File: config.mk
export PLATFORM = sky130hd
export DESIGN_NAME = mem_arbiter
export DESIGN_NICKNAME = d
export VERILOG_FILES = /design/src/rtl/mem_arbiter_pkg.sv /design/src/rtl/mem_arbiter_arb2.sv /design/src/rtl/mem_arbiter.sv
export SDC_FILE = /design/constraint.sdc
export NUM_CORES = 1
export LEC_CHECK = 0
export ABC_AREA = 1
export CORE_AREA = 4 4 111 113
export DETAILED_ROUTE_END_ITERATION = 7
export DIE_AREA = 0 0 115 117
export PLACE_DENSITY_LB_ADDON = 0.2
export RECOVER_POWER = 50
export REMOVE_ABC_BUFFERS = 1
export SLEW_MARGIN = 20
export SYNTH_ARGS = -nofsm -noshare
export SYNTH_HDL_FRONTEND = slang
export SYNTH_HIERARCHICAL = 1
export SYNTH_SLANG_ARGS = --single-unit
File: constraint.sdc
create_clock -name clk -period 2.1 [get_ports clk]
set_clock_uncertainty 0.15 [all_clocks]
set_input_delay 0.21 -clock clk [delete_from_list [all_inputs] [get_ports clk]]
set_output_delay 0.21 -clock clk [all_outputs]
set_load 0.02 [all_outputs]
File: src/rtl/mem_arbiter_pkg.sv
// -----------------------------------------------------------------------------
// mem_arbiter_pkg
// Shared definitions for the two-requester memory arbiter.
//   owner_e            : which requester owns an in-flight read (FETCH=0, DATA=1)
//   DEFAULT_WIDTH      : default data word width
//   DEFAULT_WIDTH_BITS : default word-address width
//   REQ_FETCH/REQ_DATA : bit positions inside the 2-bit request/grant vectors
//                        used between mem_arbiter and mem_arbiter_arb2
// -----------------------------------------------------------------------------
package mem_arbiter_pkg;

    typedef enum logic {
        OWNER_FETCH = 1'b0,
        OWNER_DATA  = 1'b1
    } owner_e;

    localparam int DEFAULT_WIDTH      = 32;
    localparam int DEFAULT_WIDTH_BITS = 30;

    // Request/grant vector bit positions match the owner encoding so a grant
    // bit can be turned straight into an owner value.
    localparam int REQ_FETCH = 0;
    localparam int REQ_DATA  = 1;

    // Converts a one-hot read grant into the owner that will receive the data.
    function automatic owner_e owner_from_gnt(input logic [1:0] gnt);
        owner_e result;
        result = gnt[REQ_DATA] ? OWNER_DATA : OWNER_FETCH;
        return result;
    endfunction

endpackage

File: src/rtl/mem_arbiter_arb2.sv
// -----------------------------------------------------------------------------
// mem_arbiter_arb2
// Two-way read arbiter. Grants at most one of the two read requests per cycle,
// returning a one-hot (or zero) grant vector.
//   clk, rst_n : clock / asynchronous active-low reset (round-robin build only)
//   req[1:0]   : read requests, bit REQ_FETCH = fetch, bit REQ_DATA = data
//   gnt[1:0]   : one-hot grant, same bit layout as req
// Build option:
//   MEM_ARBITER_RR_EN defined   -> round-robin on conflicts, with a 1-bit
//                                  last-winner register
//   MEM_ARBITER_RR_EN undefined -> fixed priority, data always wins conflicts
// -----------------------------------------------------------------------------
module mem_arbiter_arb2
    import mem_arbiter_pkg::*;
(
`ifdef MEM_ARBITER_RR_EN
    input  logic       clk,
    input  logic       rst_n,
`endif
    input  logic [1:0] req,
    output logic [1:0] gnt
);

    logic conflict;

    assign conflict = req[REQ_FETCH] & req[REQ_DATA];

`ifdef MEM_ARBITER_RR_EN
    owner_e last_winner;

    // The requester that lost the previous conflict wins this one. Reset to
    // FETCH so the very first conflict goes to the data side.
    always_comb begin
        gnt = req;
        if (conflict) begin
            gnt = '0;
            if (last_winner == OWNER_FETCH) begin
                gnt[REQ_DATA] = 1'b1;
            end else begin
                gnt[REQ_FETCH] = 1'b1;
            end
        end
    end

    // Only real conflicts move the round-robin pointer; uncontested grants
    // leave it alone so the alternation is between contested cycles only.
    always_ff @(posedge clk or negedge rst_n) begin
        if (!rst_n) begin
            last_winner <= OWNER_FETCH;
        end else if (conflict) begin
            last_winner <= owner_from_gnt(gnt);
        end
    end
`else
    // Fixed priority: on a conflict the data side wins and fetch waits.
    always_comb begin
        gnt = req;
        if (conflict) begin
            gnt = '0;
            gnt[REQ_DATA] = 1'b1;
        end
    end
`endif

endmodule

File: src/rtl/mem_arbiter.sv
// -----------------------------------------------------------------------------
// mem_arbiter
// Shares one memory (1-cycle registered read port + independent write port)
// between an instruction-fetch requester (read only) and a data requester
// (read or write).
// Parameters:
//   WIDTH      : data word width
//   WIDTH_BITS : word-address width
// Ports:
//   clk, rst_n                 : clock, asynchronous active-low reset
//   i_req, i_addr              : fetch request / address
//   i_gnt, i_rvalid, i_rdata   : fetch grant, read response valid / data
//   d_req, d_we, d_addr,
//   d_wdata                    : data request, write enable, address, write data
//   d_gnt, d_rvalid, d_rdata   : data grant, read response valid / data
//   m_ren, m_raddr             : memory read enable / address
//   m_wen, m_waddr, m_wdata    : memory write enable / address / data
//   m_rdata                    : memory read data (one cycle after m_ren)
// Build option:
//   MEM_ARBITER_RR_EN : round-robin read conflict resolution (otherwise data
//                       has fixed priority over fetch)
// -----------------------------------------------------------------------------
module mem_arbiter
    import mem_arbiter_pkg::*;
#(
    parameter int WIDTH      = DEFAULT_WIDTH,
    parameter int WIDTH_BITS = DEFAULT_WIDTH_BITS
) (
    input  logic                  clk,
    input  logic                  rst_n,

    input  logic                  i_req,
    input  logic [WIDTH_BITS-1:0] i_addr,
    output logic                  i_gnt,
    output logic                  i_rvalid,
    output logic [WIDTH-1:0]      i_rdata,

    input  logic                  d_req,
    input  logic                  d_we,
    input  logic [WIDTH_BITS-1:0] d_addr,
    input  logic [WIDTH-1:0]      d_wdata,
    output logic                  d_gnt,
    output logic                  d_rvalid,
    output logic [WIDTH-1:0]      d_rdata,

    output logic                  m_ren,
    output logic [WIDTH_BITS-1:0] m_raddr,
    output logic                  m_wen,
    output logic [WIDTH_BITS-1:0] m_waddr,
    output logic [WIDTH-1:0]      m_wdata,
    input  logic [WIDTH-1:0]      m_rdata
);

    logic                  d_write;
    logic                  d_read;
    logic [1:0]            rd_req;
    logic [1:0]            rd_gnt;
    logic                  read_grant;
    logic [WIDTH_BITS-1:0] raddr_q;
    owner_e                owner;
    logic                  rd_pending;

    // Split the data request into its write and read halves. Writes use
    // their own memory port, so only reads ever go through arbitration.
    assign d_write = d_req & d_we;
    assign d_read  = d_req & ~d_we;

    assign rd_req[REQ_FETCH] = i_req;
    assign rd_req[REQ_DATA]  = d_read;

    mem_arbiter_arb2 u_arb2 (
`ifdef MEM_ARBITER_RR_EN
        .clk   (clk),
        .rst_n (rst_n),
`endif
        .req   (rd_req),
        .gnt   (rd_gnt)
    );

    // Grants and memory controls are combinational so a requester can be
    // served in the cycle it asks. Everything is held off while reset is
    // asserted. When no read is granted the read address is taken from the
    // register instead, so m_raddr never goes X and stays at its last value.
    // Reads are never forwarded from a same-cycle write: the memory returns
    // the old contents.
    always_comb begin
        i_gnt      = 1'b0;
        d_gnt      = 1'b0;
        m_ren      = 1'b0;
        m_wen      = 1'b0;
        read_grant = 1'b0;
        m_raddr    = raddr_q;
        m_waddr    = d_addr;
        m_wdata    = d_wdata;
        if (rst_n) begin
            read_grant = rd_gnt[REQ_FETCH] | rd_gnt[REQ_DATA];
            i_gnt      = rd_gnt[REQ_FETCH];
            d_gnt      = rd_gnt[REQ_DATA] | d_write;
            m_wen      = d_write;
            m_ren      = read_grant;
            if (rd_gnt[REQ_DATA]) begin
                m_raddr = d_addr;
            end else if (rd_gnt[REQ_FETCH]) begin
                m_raddr = i_addr;
            end
        end
    end

    // Remember the last read address so m_raddr holds steady between reads.
    always_ff @(posedge clk or negedge rst_n) begin
        if (!rst_n) begin
            raddr_q <= '0;
        end else begin
            raddr_q <= m_raddr;
        end
    end

    // Response pipeline: each granted read marks rd_pending for exactly the
    // next cycle and records who asked. Reset clears the pending flag, so a
    // read granted just before reset never produces a response.
    always_ff @(posedge clk or negedge rst_n) begin
        if (!rst_n) begin
            rd_pending <= 1'b0;
            owner      <= OWNER_FETCH;
        end else begin
            rd_pending <= read_grant;
            if (read_grant) begin
                owner <= owner_from_gnt(rd_gnt);
            end
        end
    end

    // Both requesters see the raw memory data; only the owner's rvalid
    // qualifies it.
    assign i_rvalid = rd_pending & (owner == OWNER_FETCH);
    assign d_rvalid = rd_pending & (owner == OWNER_DATA);
    assign i_rdata  = m_rdata;
    assign d_rdata  = m_rdata;

endmodule
== After elaboration in Yosys (flattened, before gate mapping) ==
Index checks and enable logic that the tools add are counted.

* Memories kept: 0
* Latch bits: 0
* Output and inout bits: 162
* Input bits: 129
* Register bits after elaboration: 32
* RAM bits: 0
* Memory bits (read-only): 0

* Multipliers: 0
* Order comparisons: 0
* Div/mod/pow operators: 0
* $add $sub $neg: 0
* Bitwise gates (word level): 9
* Shifts and indexed selects: 0
* Eq/ne operators: 0
* Reductions and logical operators: 0
* Mux-type cells: 9

{| class="wikitable"
|+ Operators with widths
! operator !! count
|-
| two-way mux 30 bit || 3
|-
| AND 1 bit || 5
|-
| two-way mux 1 bit || 5
|-
| two-way mux 2 bit || 1
|-
| NOT 1 bit || 2
|-
| bitwise OR 1 bit || 2
|}

== Longest topological paths before layout ==
* Depth in word-level cells: 7
* Gate-level depth with buffers: 9
* Depth with buffers taken out: 8

== By module ==
The synthesis kept the hierarchy.

{| class="wikitable"
|+ By module, submodules not included
! module !! seq. area each (um^2) !! instances !! cells each !! area each (um^2)
|-
| mem_arbiter || 800.8 || 1 || 401 || 2,781.4
|-
| mem_arbiter_arb2 || 0.0 || 1 || 3 || 11.3
|}

== Least setup slack after synthesis ==
OpenSTA, ideal clock, no wires.

* Path type: input-to-output
* Start: in d_req
* End: out m_raddr[20]
* Data arrival time: 1,228 ps
* Slack: 512 ps
* Stages: 9
* Cells stage by stage: inv_1 -> nor2_1 -> clkbuf_1 -> buf_4 -> nand2_4 -> nand2_4 -> buf_4 -> nor2_1 -> nor2_1

* Elaborated cells between the ends (all ways): 6
* Classes of those cells: mux: 4; bitwise: 2

{| class="wikitable"
|+ RTL lines
! element !! RTL line !! RTL
|-
| start, declared || mem_arbiter.sv:38 || <nowiki>input logic d_req,</nowiki>
|-
| AND 1 bit (*) || mem_arbiter.sv:66 || <nowiki>assign d_read = d_req & ~d_we;</nowiki>
|-
| named net d_read || mem_arbiter.sv:55 || <nowiki>logic d_read;</nowiki>
|-
| AND 1 bit || mem_arbiter_arb2.sv:26 || <nowiki>assign conflict = req[REQ_FETCH] & req[REQ_DATA];</nowiki>
|-
| two-way mux 2 bit (*) || mem_arbiter_arb2.sv:58 || <nowiki>if (conflict) begin</nowiki>
|-
| named net rd_gnt[1] || mem_arbiter.sv:57 || <nowiki>logic [1:0] rd_gnt;</nowiki>
|-
| two-way mux 30 bit (*) || mem_arbiter.sv:101 || <nowiki>if (rd_gnt[REQ_DATA]) begin</nowiki>
|-
| two-way mux 30 bit (*) || mem_arbiter.sv:95 || <nowiki>if (rst_n) begin</nowiki>
|-
| end, declared || mem_arbiter.sv:47 || <nowiki>output logic [WIDTH_BITS-1:0] m_raddr,</nowiki>
|}

The timed path passes the listed nets; every way through them passes the cells marked *.

== Final worst setup path ==
* Start: in d_we
* End: out m_raddr[22]

* Cells in the longest elaborated chain, start to end: 7

{| class="wikitable"
|+ RTL lines
! element !! RTL line !! RTL
|-
| start, declared || mem_arbiter.sv:39 || <nowiki>input logic d_we,</nowiki>
|-
| NOT 1 bit (*) || mem_arbiter.sv:66 ||
|-
| AND 1 bit (*) || mem_arbiter.sv:66 ||
|-
| named net d_read || mem_arbiter.sv:55 ||
|-
| AND 1 bit || mem_arbiter_arb2.sv:26 ||
|-
| two-way mux 2 bit (*) || mem_arbiter_arb2.sv:58 ||
|-
| two-way mux 30 bit || mem_arbiter.sv:103 || <nowiki>end else if (rd_gnt[REQ_FETCH]) begin</nowiki>
|-
| two-way mux 30 bit (*) || mem_arbiter.sv:101 ||
|-
| two-way mux 30 bit (*) || mem_arbiter.sv:95 ||
|}

Marked as above.

==> impl_metrics.csv <==
group,metric,value,unit
status,outcome,"complete, no violations",
critical_path,critical_path_class,"in2out",
critical_path,crit_required,1740,ps
clock_tree,clock_latency,270,ps
yosys,avgSynthCellArea,6.91,sq um
grt,grt_pass1_vias,2423,
floorplanning,start_util,0.247,
sta,fin_crit,2050,ps
detailed_routing,viasPerCell,4.26,
sta,slew_viol_final,0,
final_layout,area_growth,35.3,%
place,gp_congestion,0.859,
detailed_routing,drt-total-wl,16600,um
floorplanning,dieArea,0.0135,sq mm
place,dp.cells,557,
yosys,synth_seq_cells,32,
final_layout,final_common_cell,"clkdlybuf4s50_1",
sta,setup_viol,0,
critical_path,cp_max_fo,13,
floorplanning,die_x,115,um
yosys,yosysTopAreaCell,"buf_4",
sta,setup_ws,53.6,ps
final_layout,insertedDiodeCount,0,
yosys,synth_cell_types,12,
clock_tree,cts_tree,"built",
pwr,pwr-share-comb,0.401,
sta,worstMarginPinSlew,1200,ps
critical_path,r2r-end,"raddr_q[22]",
pwr,p_clk_frac,0.296,
place,numPortBuffers,130,
critical_path,crit_arrival,1690,ps
clock_tree,cts_buffers,5,
pwr,p_per_area,649,mW/mm^2
sta,finalHoldViolations,0,
final_layout,final_cells,577,
grt,grt_max_degree,28,
pwr,switching_share,0.316,
critical_path,rrSetupSlack,1090,ps
critical_path,r2r_cells,4,
hold_path,hold_end,"i_rdata[9]",
clock_tree,cts_sinks,32,
yosys,synthCells,404,
critical_path,r2r_start,"raddr_q[22]",
critical_path,cp-end-kind,"output port",
hold_path,hold_depth,0,
yosys,netlist_area,0.00279,sq mm
place,place_ws,-450,ps
detailed_routing,wl_per_cell,28.8,um
detailed_routing,dr.pass1.iters,4,
pwr,pwr-share-seq,0.304,
grt,antenna_found_initial,0,
pwr,p_int,0.00168,W
pwr,p_leak,1.86,nW
clock_tree,cts_buffer_depth,2,
detailed_routing,ant_nets,0,
detailed_routing,vias,2457,
sta,finalCritPeriodShare,0.974,
pwr,p_total,0.00245,W
sta,fmax,489,MHz
final_layout,layout_common_cells,"94 x clkdlybuf4s50_1, 71 x nor2_1, 63 x nand2_1",
grt,grt_overflow,0,
hold_path,hold_class,"in2out",
pwr,vdd_drop_max,265,uV
grt,grt_usage,0.233,
floorplanning,io_pins,291,
hold_path,hp-start,"m_rdata[9]",
clock_tree,cts_htree_levels,2,
floorplanning,rows,39,
floorplanning,die-height,117,um
yosys,yosysWarnings,6,
final_layout,drive_above_1_share,0.230,
final_layout,fin_nets,562,
grt,grt_first_pass_wirelength,21000,um
detailed_routing,first_iter_violations,103,
critical_path,critPathLaunchType,"input pin",
detailed_routing,drc,0,
floorplanning,core-area,0.0113,sq mm
yosys,synth_area_leaders,"buf_4 35%, dfrtp_1 29%, nor2_1 13%",
sta,maxSlewHeadroom,0.199,
place,dp_hpwl,14300,um
yosys,synth_top_area_share,0.355,
yosys,yosysSeqAreaShare,0.287,
clock_tree,root_buffer,"clkbuf_16",
job,drv_cap,0,
pwr,power.switching,0.000776,W
==> final cells by class <==
class                      count  area, sq um
fill                        1255         7540
timing repair buffer         166         1650
multi-input combinational    192          861
sequential                    32          801
tap                          143          179
clock buffer                   8          146
inverter                      36          138
==> how the worst max path moves through the flow <==
| stage | from | endpoint | slack, ps | cells past startpoint |
|---|---|---|---|---|
| 2_1_floorplan | d_req | m_raddr[0] | -1630 | 8 |
| 5_1_grt | d_we | m_raddr[1] | -0.4 | 9 |
| 3_3_place_gp | d_req | m_raddr[1] | -420 | 10 |
| 3_5_place_dp | d_we | m_raddr[23] | -450 | 9 |
| 6_report | d_we | m_raddr[22] | 50 | 9 |
| 4_1_cts | d_req | m_raddr[1] | 0.5 | 10 |
==> sequential cells by signal, indices dropped and copies added (netlist names) <==
name / count
owner: 1
raddr_q: 30
rd_pending: 1
==> critical path: stages <==
cell and delay [ps]:
clkdlybuf4s50_1 530, nor2_4 60, buf_6 130, buf_12 120, clkbuf_16 160, nand3_1 80
nand2_1 60, nor2_1 150, buf_4 170
==> synth_stat cells <==
master    count
nor2_1       94
dfrtp_1      32
o21ai_0       1
buf_6         4
nand3_1      30
clkbuf_1      1
inv_2         1
nand2_1      64
buf_2         7
nand2_4       3
buf_4       132
inv_1        35
==> cells by family (layout without fill, tap and decap cells) <==
logic type / after synthesis / after routing / share of synthesized area
buffers and inverters: 180 / 210 / 0.433
and+or+nand+nor: 191 / 191 / 0.278
DFF: 32 / 32 / 0.287
AOI/OAI and AO/OA: 1 / 1 / 0.00179
==> metrics by stage <==
stage          utilization  area, sq um  setup TNS [ps]  hold slack (ps)
4_1_cts              0.308         3490               0              219
3_5_place_dp         0.306         3470          -13120              194
6_report             0.334         3780               0              270
3_3_place_gp         0.306         3470          -12130              204
5_1_grt              0.334         3780          -0.389              270
2_1_floorplan            -         1720         -101250             -236
==> power by group through the flow <==
stage	clock, W	sequential, W	combinational (W)
floorplan	0	0.000748	0.000330
detailed placement	0	0.000755	0.000935
finish	0.000726	0.000744	0.000982
global route	0.000779	0.000753	0.00106
CTS	0.000755	0.000745	0.000848
global placement	0	0.000753	0.000930
==> metal layers <==
metal | global-route usage | routed length [um]
met2 | 0.387 | 7880
met5 | 0.0407 | 63
met4 | 0.0485 | 297
met3 | 0.266 | 4140
met1 | 0.177 | 4220
==> timing repair <==
action / in CTS / in global routing
pin swaps: 0 / 22
endpoints found under the hold margin: 32 / 0
hold buffers: 3 / 0
setup buffers: 0 / 6
setup endpoints to repair: 33 / 31
cloned: 0 / 3
resized for setup: 124 / 67
(Power assumes the default switching activity.)
